<file path="src/rtl/fifo_rr_wr_arbiter.sv">
// Round-robin write-side arbiter: NUM_REQ producers share one FIFO write port.
// A granted producer keeps the port for up to MAX_BURST beats so its beats land
// contiguously in the FIFO. Each written word is {source ID, payload}.
//
// Handshake: a beat moves when the selected requester has valid=1 and the FIFO
// is not full. In that same cycle req_ready_o[sel]=1 and fifo_wr_en_o=1. There
// is no buffering inside the arbiter. Requesters hold valid/data until ready.
module fifo_rr_wr_arbiter #(
    parameter int NUM_REQ   = 4,
    parameter int WIDTH     = 8,
    parameter int MAX_BURST = 4,
    localparam int IDW      = $clog2(NUM_REQ),
    localparam int CW       = $clog2(MAX_BURST + 1)
) (
    input  logic                     clk,
    input  logic                     rst_n,
    input  logic [NUM_REQ-1:0]       req_valid_i,
    input  logic [NUM_REQ*WIDTH-1:0] req_data_i,
    output logic [NUM_REQ-1:0]       req_ready_o,
    input  logic                     fifo_full_i,
    output logic                     fifo_wr_en_o,
    output logic [IDW+WIDTH-1:0]     fifo_wr_data_o,
    output logic [IDW-1:0]           grant_id_o,
    output logic                     busy_o
);

    typedef enum logic {
        IDLE  = 1'b0,
        BURST = 1'b1
    } state_e;

    state_e           state_q, state_d;
    logic [IDW-1:0]   owner_q, owner_d;
    logic [IDW-1:0]   last_ptr_q, last_ptr_d;
    logic [CW-1:0]    beat_cnt_q, beat_cnt_d;
    logic [CW-1:0]    beat_cnt_inc;

    logic [IDW-1:0]   rr_sel;
    logic             rr_found;
    logic [IDW-1:0]   cand;
    logic [IDW-1:0]   sel;
    logic             sel_valid;
    logic [WIDTH-1:0] sel_data;
    logic             xfer;

    // Round-robin search: first valid requester after last_ptr, wrapping.
    always_comb begin
        rr_sel   = '0;
        rr_found = 1'b0;
        cand     = last_ptr_q;
        for (int k = 0; k < NUM_REQ; k++) begin
            cand = (cand == IDW'(NUM_REQ - 1)) ? '0 : cand + IDW'(1);
            if (!rr_found && req_valid_i[cand]) begin
                rr_found = 1'b1;
                rr_sel   = cand;
            end
        end
    end

    // Pick the source for this cycle and decide whether a beat moves.
    always_comb begin
        sel       = (state_q == BURST) ? owner_q : rr_sel;
        sel_valid = (state_q == BURST) ? req_valid_i[owner_q] : rr_found;
        xfer      = rst_n && sel_valid && !fifo_full_i;
        sel_data  = '0;
        for (int i = 0; i < NUM_REQ; i++) begin
            if (sel == IDW'(i)) begin
                sel_data = req_data_i[i*WIDTH +: WIDTH];
            end
        end
    end

    // Next-state logic for burst ownership and the round-robin pointer.
    always_comb begin
        state_d      = state_q;
        owner_d      = owner_q;
        last_ptr_d   = last_ptr_q;
        beat_cnt_d   = beat_cnt_q;
        beat_cnt_inc = beat_cnt_q + CW'(1);
        case (state_q)
            IDLE: begin
                if (xfer) begin
                    if (MAX_BURST == 1) begin
                        // Single-beat grants never enter BURST.
                        last_ptr_d = sel;
                    end else begin
                        state_d    = BURST;
                        owner_d    = sel;
                        beat_cnt_d = CW'(1);
                    end
                end
            end
            BURST: begin
                if (!req_valid_i[owner_q]) begin
                    // Owner ran dry: release now, arbitrate next cycle.
                    state_d    = IDLE;
                    last_ptr_d = owner_q;
                    beat_cnt_d = '0;
                end else if (xfer) begin
                    if (beat_cnt_inc == CW'(MAX_BURST)) begin
                        state_d    = IDLE;
                        last_ptr_d = owner_q;
                        beat_cnt_d = '0;
                    end else begin
                        beat_cnt_d = beat_cnt_inc;
                    end
                end
                // FIFO full with owner valid: hold everything.
            end
            default: begin
                state_d = IDLE;
            end
        endcase
    end

    // Write-port and ready outputs; all zero unless a beat moves.
    always_comb begin
        req_ready_o    = '0;
        fifo_wr_en_o   = xfer;
        fifo_wr_data_o = '0;
        if (xfer) begin
            req_ready_o[sel] = 1'b1;
            fifo_wr_data_o   = {sel, sel_data};
        end
    end

    assign grant_id_o = owner_q;
    assign busy_o     = (state_q == BURST);

    // State registers; last_ptr resets to the top index so requester 0 wins first.
    always_ff @(posedge clk or negedge rst_n) begin
        if (!rst_n) begin
            state_q    <= IDLE;
            owner_q    <= '0;
            beat_cnt_q <= '0;
            last_ptr_q <= IDW'(NUM_REQ - 1);
        end else begin
            state_q    <= state_d;
            owner_q    <= owner_d;
            beat_cnt_q <= beat_cnt_d;
            last_ptr_q <= last_ptr_d;
        end
    end

endmodule

</file>
<file path="config.mk">
export PLATFORM = sky130hd
export DESIGN_NAME = fifo_rr_wr_arbiter
export DESIGN_NICKNAME = d
export VERILOG_FILES = /design/src/rtl/fifo_rr_wr_arbiter.sv
export SDC_FILE = /design/constraint.sdc
export NUM_CORES = 1
export LEC_CHECK = 0
export CAP_MARGIN = 20
export CORE_MARGIN = 3
export CORE_UTILIZATION = 35
export CTS_CLUSTER_SIZE = 40
export DETAILED_ROUTE_END_ITERATION = 6
export GPL_ROUTABILITY_DRIVEN = 0
export PLACE_DENSITY_LB_ADDON = 0.15
export SLEW_MARGIN = 20
export SYNTH_ARGS = -nofsm -noshare
export SYNTH_HDL_FRONTEND = slang
export SYNTH_SLANG_ARGS = --single-unit
export TNS_END_PERCENT = 20
</file>
<file path="constraint.sdc">
create_clock -name clk -period 5.05 [get_ports clk]
set_input_delay 1.01 -clock clk [delete_from_list [all_inputs] [get_ports clk]]
set_output_delay 1.01 -clock clk [all_outputs]
set_load 0.02 [all_outputs]
</file>
==> flow_summary_export.csv, run 1 <==
group,metric,value,unit
placed_design,io_buffers,56,
timing,rsz0062_at_grt,"false",
synth,synthesis.nets,175,
detailed_routing,ant_nets,0,
detailed_routing,drcViolationCount,0,
final_layout,diodes,0,
timing,timing.final.crit_share,94.85,%
placed_design,dp_cells,228,
detailed_routing,drtIter0Drc,81,
grt,antenna_found_initial,0,
clocking,clock-sinks,8,
timing,final_hold_viol_count,0,
die,die_h,63.16,um
die,initial_utilization,37.15,%
power_and_ir_drop,power_density,629.1,mW/mm2
clocking,numCtsBuffers,3,
grt,grt_usage,15.89,%
grt,grt_max_degree,19,
timing,report.final.setup_viol,0,
min_path,hold_depth,2,
clocking,htreeDepth,1,
final_layout,syn_to_final_growth,52.63,%
setup_path,cp.arrival,3780,ps
synth,avgSynthCellArea,8.598,um2
synth,ys_seq_elements,8,
timing,clock.fmax,0.2088,GHz
detailed_routing,wl_met3,334,um
timing,fin_setup_tns,0,ps
die,core_area,0.003078,mm2
detailed_routing,vias,1205,
synth,ys.flop_type,"dfrtp_1",
min_path,hold_path.class,"reg2reg",
placed_design,placed_cell_area,0.001714,mm2
detailed_routing,met2_length,1373,um
setup_path,required,4040,ps
synth,async_flop_share,100.0,%
synth,synthTopCellsByCount,"18 x mux2i_1, 18 x nor2_1, 10 x o22ai_1, 9 x a21oi_1",
grt,grt_pass1_wl,5306,um
power_and_ir_drop,p_int,0.5879,mW
synth,yosysTopAreaCell,"mux2i_1",
final_layout,drive_gt1_share,11.70,%
detailed_routing,wl,3015,um
job,maxCapViolCount,0,
clocking,hold_buffers,0,
clocking,cts-root-buf,"clkbuf_4",
power_and_ir_drop,combPwrFrac,83.1,%
placed_design,dp_hpwl,2491,um
timing,relSlewSlack,72.31,%
power_and_ir_drop,p_sw_share,46.46,%
setup_path,reg2reg_depth,6,
detailed_routing,dr.max_layer_used,"met4",
detailed_routing,first_pass_iters,4,
final_layout,final_core_util,56.71,%
power_and_ir_drop,p_leak,0.7497,nW
die,die_area,0.003989,mm2
setup_path,start_kind,"input pin",
clocking,clk_pin_slew,60,ps
synth,yosysWarnings,0,
final_layout,post-route-cell-area,0.001745,mm2
synth,ys_seq_area_share,17.72,%
synth,synthCells,133,
grt,grt_pass1_vias,1266,
grt,grt_remaining_overflow,0,
timing,fin_skew,1.009,ps
timing,tightest_slew,414.7,ps
detailed_routing,wl_met1,1294,um
setup_path,critical_path.max_fanout,9,
setup_path,cp-end-kind,"output pin",
power_and_ir_drop,switchingPower,0.5101,mW
detailed_routing,via_per_inst,5.194,
final_layout,nets,231,
power_and_ir_drop,power,1.098,mW
timing,finalMaxSlewViolations,0,
detailed_routing,wl_per_cell,13.00,um
clocking,tritoncts,"done",
clocking,clockBufferDepth,2,
power_and_ir_drop,clkPwrFrac,4.8,%
synth,synth-edff-count,0,
die,std_cell_rows,20,
status,status,"completed",
die,die_x,63.16,um
synth,synth_area_leaders,"mux2i_1 16%, dfrtp_1 13%, nor2_1 5.9%, mux4_2 5.9%, o22ai_1 5.5%",
synth,netlist-cell-type-count,44,
final_layout,fin_cells,232,
clocking,clk_latency,250,ps
synth,netlist.area_leader.share,15.75,%
timing,layout_min_cycle_time,4790,ps
synth,syn-cell-area,0.001144,mm2
setup_path,path_class,"in2out",
power_and_ir_drop,seq_power_share,12.1,%
die,io_pins,57,
power_and_ir_drop,max-vdd-ir-drop,338.9,uV
## critical path, stage by stage
cell and delay [ps]:
clkdlybuf4s50_1 640, inv_1 100, mux4_2 490, and2_1 210, nor2_2 210, nand2_1 240
o22ai_1 240, clkdlybuf4s50_1 640
## stage by stage
stage | setup slack [ps] | hold slack (ps)
after floorplan | 1200 | 509.0
after CTS | 138.5 | 566.3
after global placement | 190.7 | 547.7
final | 260.2 | 560.2
after detailed placement | 134.5 | 553.9
after global routing | 42.79 | 635.6
## layout by cell type (no fill, tap or decap), types with 3 or more instances in the layout
cell	n
inv_1	6
nor2b_1	6
clkdlybuf4s50_1	54
buf_4	4
ha_1	3
o22ai_1	10
mux4_2	3
nand2_1	3
clkbuf_4	3
a21oi_1	9
dfrtp_1	6
nand2b_1	4
nor2_1	18
mux2i_1	18
## cell families (layout without fill, tap and decap cells)
| kind of cell | count (synthesis) | count (layout) | share of synthesized area (%) |
|---|---|---|---|
| mux | 24 | 24 | 24.94 |
| fa+ha+maj | 3 | 3 | 3.283 |
| xor+xnor | 1 | 1 | 0.7660 |
| buf+inv | 18 | 73 | 10.94 |
| compound gates | 40 | 40 | 25.60 |
| flops | 8 | 8 | 17.72 |
| simple gates | 39 | 39 | 16.74 |
## registers in the layout, summed over array words and instances, names as in the netlist
register	cells
beat_cnt_q	3
grant_id_o	2
last_ptr_q	2
busy_o	1
## per-layer routing
metal / vias up / GRT usage [%]
met5: - / 0
met2: 54 / 26.75
met1: 547 / 18.62
met3: 2 / 7.130
met4: 0 / 3.030
li1: 602 / -
## final cells by class
| type | count | area, um2 |
|---|---|---|
| fill | 276 | 1333 |
| multi-input combinational | 107 | 815.8 |
| sequential | 8 | 202.7 |
| clock buffer | 4 | 26.28 |
| timing repair buffer | 61 | 615.6 |
| inverter | 8 | 30.03 |
| tap | 44 | 55.05 |
## path summary, 6_finish.rpt
path	start	to	slack (ps)
setup / recovery	req_valid_i[1]	fifo_wr_data_o[3]	260
hold / removal	beat_cnt_q[1]	beat_cnt_q[1]	560
setup reg to reg	last_ptr_q[0]	grant_id_o[1]	2960
hold reg to reg	beat_cnt_q[1]	beat_cnt_q[1]	560
max in group asynchronous	rst_n	last_ptr_q[0]	3790
min in group asynchronous	rst_n	beat_cnt_q[0]	1060
## power groups by stage
stage          Sequential [mW]  Clock, mW  Combinational [mW]
2_1_floorplan            0.134          0               0.707
3_3_place_gp             0.134          0               0.900
3_5_place_dp             0.136          0               0.910
4_1_cts                  0.134     0.0554               0.915
5_1_grt                  0.139     0.0590               0.996
6_report                 0.133     0.0527               0.912
## repair_timing
item,CTS,global route
endpoints found under the setup margin,0,7
setup buffers,0,0
resized for setup,0,2
hold endpoints to repair,0,0
Note: power is estimated with default switching activity, not from simulation.
==> run 2, diff against run 1 <==
--- a/config.mk
+++ b/config.mk
@@ -8,9 +8,9 @@
 export CAP_MARGIN = 20
 export CORE_MARGIN = 3
 export CORE_UTILIZATION = 35
-export CTS_CLUSTER_SIZE = 40
 export DETAILED_ROUTE_END_ITERATION = 6
 export GPL_ROUTABILITY_DRIVEN = 0
+export MAX_ROUTING_LAYER = met4
 export PLACE_DENSITY_LB_ADDON = 0.15
 export SLEW_MARGIN = 20
 export SYNTH_ARGS = -nofsm -noshare
==> run 2 against run 1 <==
Final cell count did not move. Global-route usage increased by 0.44 points. Clock skew is essentially flat. Hold slack barely moved. Routed wire length increased by 0.27%. Utilization is the same. Setup slack worse by 19 ps. Sequential power about the same. Total power about the same. Register-to-register slack about the same. Cell area unchanged. Fmax fell by 0.40%. Critical endpoint unchanged. Largest power group unchanged.
==> flow_summary_export.csv, run 2 (synthesized netlist as in run 1, its figures left out) <==
group,metric,value,unit
status,status,"completed",
timing,setup_slack,241.1,ps
detailed_routing,drtIter0Drc,72,
setup_path,cp-end-kind,"output pin",
clocking,clockBufferDepth,2,
setup_path,critical_path.max_fanout,9,
clocking,cts-root-buf,"clkbuf_4",
job,maxCapViolCount,0,
detailed_routing,via_per_inst,5.216,
clocking,tritoncts,"done",
final_layout,nets,231,
setup_path,r2r-end,"grant_id_o[1]",
clocking,clk_pin_slew,60,ps
timing,final_hold_viol_count,0,
setup_path,crit_buf_inv,3,
die,die_h,63.16,um
timing,layout_min_cycle_time,4809,ps
clocking,numCtsBuffers,3,
min_path,holdPathEnd,"beat_cnt_q[1]",
die,std_cell_rows,20,
timing,relSlewSlack,72.38,%
final_layout,diodes,0,
setup_path,required,4040,ps
final_layout,drive_gt1_share,11.70,%
die,die_area,0.003989,mm2
setup_path,r2r_start,"last_ptr_q[0]",
final_layout,syn_to_final_growth,52.63,%
grt,grt_pass1_vias,1264,
min_path,hold_depth,2,
power_and_ir_drop,power_density,629.2,mW/mm2
die,core_area,0.003078,mm2
setup_path,reg2reg_depth,6,
timing,rsz0062_at_grt,"false",
power_and_ir_drop,power,1.098,mW
min_path,hold_start,"beat_cnt_q[1]",
die,initial_utilization,37.15,%
final_layout,fillers,276,
power_and_ir_drop,clkPwrFrac,4.8,%
setup_path,cp_top_family,"buffers and inverters",
min_path,hold_path.class,"reg2reg",
clocking,clk_latency,250,ps
die,die_x,63.16,um
grt,grt_max_degree,19,
setup_path,start_kind,"input pin",
detailed_routing,first_pass_iters,4,
detailed_routing,wl,3023,um
die,io_pins,57,
detailed_routing,wl_per_cell,13.03,um
timing,tightest_slew,413.6,ps
power_and_ir_drop,seq_power_share,12.2,%
detailed_routing,drcViolationCount,0,
setup_path,path_class,"in2out",
power_and_ir_drop,max-vdd-ir-drop,339.3,uV
grt,grt_pass1_wl,5306,um
setup_path,path_cells,"clkdlybuf4s50_1 -> inv_1 -> mux4_2 -> and2_1 -> nor2_2 -> nand2_1 -> o22ai_1 -> clkdlybuf4s50_1",
timing,fin_skew,1.208,ps
clocking,clock-sinks,8,
detailed_routing,ant_nets,0,
clocking,hold_buffers,0,
placed_design,io_buffers,56,
setup_path,crit_slowest_cell,"clkdlybuf4s50_1",
timing,report.final.setup_viol,0,
grt,grt_usage,16.33,%
power_and_ir_drop,p_sw_share,46.48,%
final_layout,largest_reg_flops,3,
final_layout,layout_common_cells,"54 x clkdlybuf4s50_1, 18 x nor2_1, 18 x mux2i_1",
clocking,htreeDepth,1,
final_layout,top_register,"beat_cnt_q",
placed_design,post-place-ws,134.5,ps
timing,timing.final.crit_share,95.22,%
setup_path,crit_path_frequent_cell,"clkdlybuf4s50_1",
grt,antenna_found_initial,0,
power_and_ir_drop,switchingPower,0.5105,mW
final_layout,layout_commonest_cell,"clkdlybuf4s50_1",
timing,finalMaxSlewViolations,0,
timing,fin_setup_tns,0,ps
power_and_ir_drop,p_leak,0.7497,nW
detailed_routing,vias,1210,
placed_design,dp_hpwl,2491,um
grt,grt_remaining_overflow,0,
setup_path,r2r_slack,2960,ps
setup_path,cp.arrival,3800,ps
timing,clock.fmax,0.2079,GHz
power_and_ir_drop,p_int,0.5878,mW
setup_path,crit_path_max_incr_delay,650,ps
power_and_ir_drop,combPwrFrac,83.0,%
## run 2: cell type report
type	instances	area, um2	area share, %
inverters	8	30.03	1.720
repair buffers	61	615.6	35.27
well taps	44	55.05	3.154
flip-flops and latches	8	202.7	11.61
multi-input cells	107	815.8	46.74
clock buffers	4	26.28	1.505
## run 2: timing repair
action                     4_1_cts  5_1_grt
setup endpoints to repair        0        7
gates resized for setup          0        2
buffers inserted                 0        0
## run 2: worst max-delay path by stage
| stage | cells past startpoint | end | start | slack [ps] |
|---|---|---|---|---|
| final | 8 | fifo_wr_data_o[3] | req_valid_i[1] | 240 |
| after detailed placement | 9 | fifo_wr_data_o[5] | req_valid_i[3] | 130 |
| after global placement | 9 | fifo_wr_data_o[3] | req_valid_i[3] | 190 |
| after CTS | 9 | fifo_wr_data_o[3] | req_valid_i[3] | 140 |
| after floorplan | 9 | fifo_wr_data_o[0] | req_valid_i[1] | 1200 |
| after global routing | 9 | fifo_wr_data_o[3] | req_valid_i[0] | 40 |
## run 2: stage by stage
step,area [um2],util [%],std cells,hold slack (ps)
6_report,1745,56.71,232,560.3
3_5_place_dp,1714,55.69,228,553.9
5_1_grt,1745,56.71,232,635.6
2_1_floorplan,1144,-,133,509.0
3_3_place_gp,1714,55.69,228,547.7
4_1_cts,1740,56.54,232,566.3
## run 2: metal layers
| metal | track usage [%] | vias to the layer above | routed length (um) | share of wire, % |
|---|---|---|---|---|
| met5 | - | - | 0 | 0 |
| li1 | - | 600 | - | - |
| met4 | 3.030 | 0 | 14 | 0.46 |
| met3 | 4.991 | 2 | 274 | 9.1 |
| met2 | 26.75 | 54 | 1381 | 46 |
| met1 | 19.93 | 554 | 1351 | 45 |
## run 2: worst register-to-register path, cell delays in order (launching register included)
cell and delay [ps]:
dfstp_2 530, ha_1 370, mux4_2 580, clkinv_1 70
o21ai_0 90, o22ai_2 190, a31oi_1 120
## run 2: power groups by stage
stage               Clock (mW)  Sequential [mW]  Combinational (mW)
global placement             0            0.134               0.900
CTS                     0.0554            0.134               0.915
floorplan                    0            0.134               0.707
finish                  0.0528            0.133               0.912
global route            0.0590            0.139               0.995
detailed placement           0            0.136               0.910
==> run 3, diff against run 2 <==
--- a/config.mk
+++ b/config.mk
@@ -6,10 +6,13 @@
 export NUM_CORES = 1
 export LEC_CHECK = 0
 export CAP_MARGIN = 20
+export CELL_PAD_IN_SITES_DETAIL_PLACEMENT = 0
+export CELL_PAD_IN_SITES_GLOBAL_PLACEMENT = 2
 export CORE_MARGIN = 3
-export CORE_UTILIZATION = 35
+export CORE_UTILIZATION = 24
 export DETAILED_ROUTE_END_ITERATION = 6
 export GPL_ROUTABILITY_DRIVEN = 0
+export GPL_TIMING_DRIVEN = 0
 export MAX_ROUTING_LAYER = met4
 export PLACE_DENSITY_LB_ADDON = 0.15
 export SLEW_MARGIN = 20
==> run 3 against run 2 <==
Via count up 1.1%. First-iteration DRC count up 19%. Fmax down 1.4%. Global-route usage down 3.7 points. Clock power up 55%. Register-to-register slack better by 30 ps. Sequential power down 3%. Clock skew up 6.4 ps. Setup slack worse by 68 ps. Cell area up 4.4%. Flip-flop and latch count unchanged. Total power up 6.8%. Largest power group unchanged.
==> flow_summary_export.csv, run 3 (synthesized netlist as in run 1, its figures left out) <==
group,metric,value,unit
grt,grt_remaining_overflow,0,
die,io_pins,57,
grt,grt_pass1_vias,1251,
detailed_routing,drtIter0Drc,86,
clocking,tritoncts,"done",
timing,finalMaxSlewViolations,0,
timing,final_hold_viol_count,0,
setup_path,path_cells,"clkdlybuf4s50_1 -> mux4_2 -> clkinv_1 -> o211a_1 -> o22ai_2 -> a21oi_4 -> buf_12 -> nand2_2 -> o22ai_1 -> clkdlybuf4s50_1",
min_path,hold_path.class,"reg2reg",
detailed_routing,vias,1223,
timing,report.final.setup_viol,0,
final_layout,syn_to_final_growth,59.41,%
die,initial_utilization,25.56,%
clocking,clk_latency,230,ps
timing,tightest_slew,506.9,ps
detailed_routing,via_per_inst,5.012,
setup_path,path_class,"in2out",
grt,grt_usage,12.64,%
timing,relSlewSlack,65.98,%
setup_path,r2r_slack,2990,ps
timing,fin_skew,7.647,ps
power_and_ir_drop,p_leak,0.8457,nW
die,die_h,75.03,um
setup_path,reg2reg_depth,7,
placed_design,io_buffers,55,
die,die_area,0.005630,mm2
setup_path,cp-end-kind,"output pin",
setup_path,crit_path_max_incr_delay,630,ps
min_path,hold_start,"beat_cnt_q[1]",
final_layout,diodes,0,
min_path,holdPathEnd,"beat_cnt_q[1]",
final_layout,largest_reg_flops,3,
detailed_routing,drcViolationCount,0,
clocking,clk_pin_slew,50,ps
clocking,htreeDepth,1,
timing,fin_setup_tns,0,ps
placed_design,dp_cells,240,
grt,grt_pass1_wl,5520,um
placed_design,dp_hpwl,2593,um
job,maxCapViolCount,0,
setup_path,cp_top_family,"buffers and inverters",
setup_path,crit_path_frequent_cell,"clkdlybuf4s50_1",
final_layout,final_core_util,40.74,%
setup_path,required,4040,ps
die,std_cell_rows,24,
timing,clock.fmax,0.2051,GHz
setup_path,critical_path.max_fanout,10,
timing,layout_min_cycle_time,4877,ps
power_and_ir_drop,max-vdd-ir-drop,284.9,uV
setup_path,r2r_start,"last_ptr_q[0]",
final_layout,nets,235,
final_layout,top_register,"beat_cnt_q",
detailed_routing,first_pass_iters,4,
clocking,post_cts_buffers,0,
detailed_routing,wl_per_cell,13.45,um
final_layout,drive_gt1_share,14.06,%
final_layout,fillers,432,
final_layout,layout_common_cells,"50 x clkdlybuf4s50_1, 18 x nor2_1, 18 x mux2i_1",
grt,antenna_found_initial,0,
final_layout,fin_cells,244,
clocking,hold_buffers,0,
power_and_ir_drop,power_density,643.6,mW/mm2
die,die_x,75.03,um
clocking,cts-root-buf,"clkbuf_8",
clocking,numCtsBuffers,3,
min_path,hold_depth,2,
detailed_routing,ant_nets,0,
setup_path,r2r-end,"grant_id_o[1]",
detailed_routing,wl,3283,um
grt,grt_max_degree,11,
timing,rsz0062_at_grt,"false",
setup_path,start_kind,"input pin",
die,core_area,0.004474,mm2
setup_path,crit_buf_inv,4,
clocking,clockBufferDepth,2,
setup_path,cp.arrival,3870,ps
clocking,clock-sinks,8,
final_layout,layout_commonest_cell,"clkdlybuf4s50_1",
status,status,"completed",
timing,timing.final.crit_share,96.57,%
setup_path,crit_slowest_cell,"clkdlybuf4s50_1",
run 3: repair_timing:
action	CTS	global route
setup endpoints to repair	0	8
endpoints found under the hold margin	0	0
resized for setup	0	6
run 3: area by class of cell:
class / count / area [um2] / share of cell area, %
buffer: 10 / 95.09 / 5.216
clock buffer: 4 / 45.04 / 2.471
inverter: 8 / 30.03 / 1.647
multi-input combinational: 107 / 822.0 / 45.09
sequential: 8 / 202.7 / 11.12
tap: 52 / 65.06 / 3.569
timing repair buffer: 55 / 563.0 / 30.89
run 3: power breakdown:
part / internal (mW) / switching [mW]
registers: 0.0970 / 0.0324
clock network: 0.0549 / 0.0272
logic: 0.485 / 0.476
total: 0.637 / 0.536
run 3: worst max path at each step:
stage | from | end | slack (ps) | cells after the start
global placement | req_valid_i[0] | fifo_wr_data_o[0] | 120 | 10
finish | req_valid_i[0] | fifo_wr_data_o[1] | 170 | 10
CTS | req_valid_i[3] | fifo_wr_data_o[6] | 130 | 12
detailed placement | req_valid_i[3] | fifo_wr_data_o[6] | 140 | 12
floorplan | req_valid_i[1] | fifo_wr_data_o[0] | 1200 | 9
global route | req_valid_i[2] | fifo_wr_data_o[5] | 20 | 9
run 3: metrics by stage:
stage               setup slack [ps]  total power, mW  hold slack (ps)  area (um2)
global placement               123.9            1.096            530.0        1759
CTS                            125.3            1.187            556.5        1804
floorplan                       1200           0.8411            509.0        1144
detailed placement             137.2            1.100            545.8        1759
finish                         173.5            1.173            555.1        1823
global route                   17.39            1.271            582.8        1823
run 3: per-layer routing:
| metal | global-route usage (%) | wire length, um | vias to the layer above |
|---|---|---|---|
| met5 | - | 0 | - |
| met4 | 4.150 | 49 | 0 |
| met3 | 1.469 | 203 | 4 |
| met2 | 18.86 | 1503 | 56 |
| met1 | 17.66 | 1527 | 552 |
| li1 | - | - | 611 |
run 3: worst register-to-register path, delay by kind of cell, from the launching register on:
kind	cells	cell delay (ps)
and+or+nand+nor	1	140
DFF	1	540
adders and majority gates	1	260
AOI/OAI and AO/OA	4	830
buffers and inverters	1	160
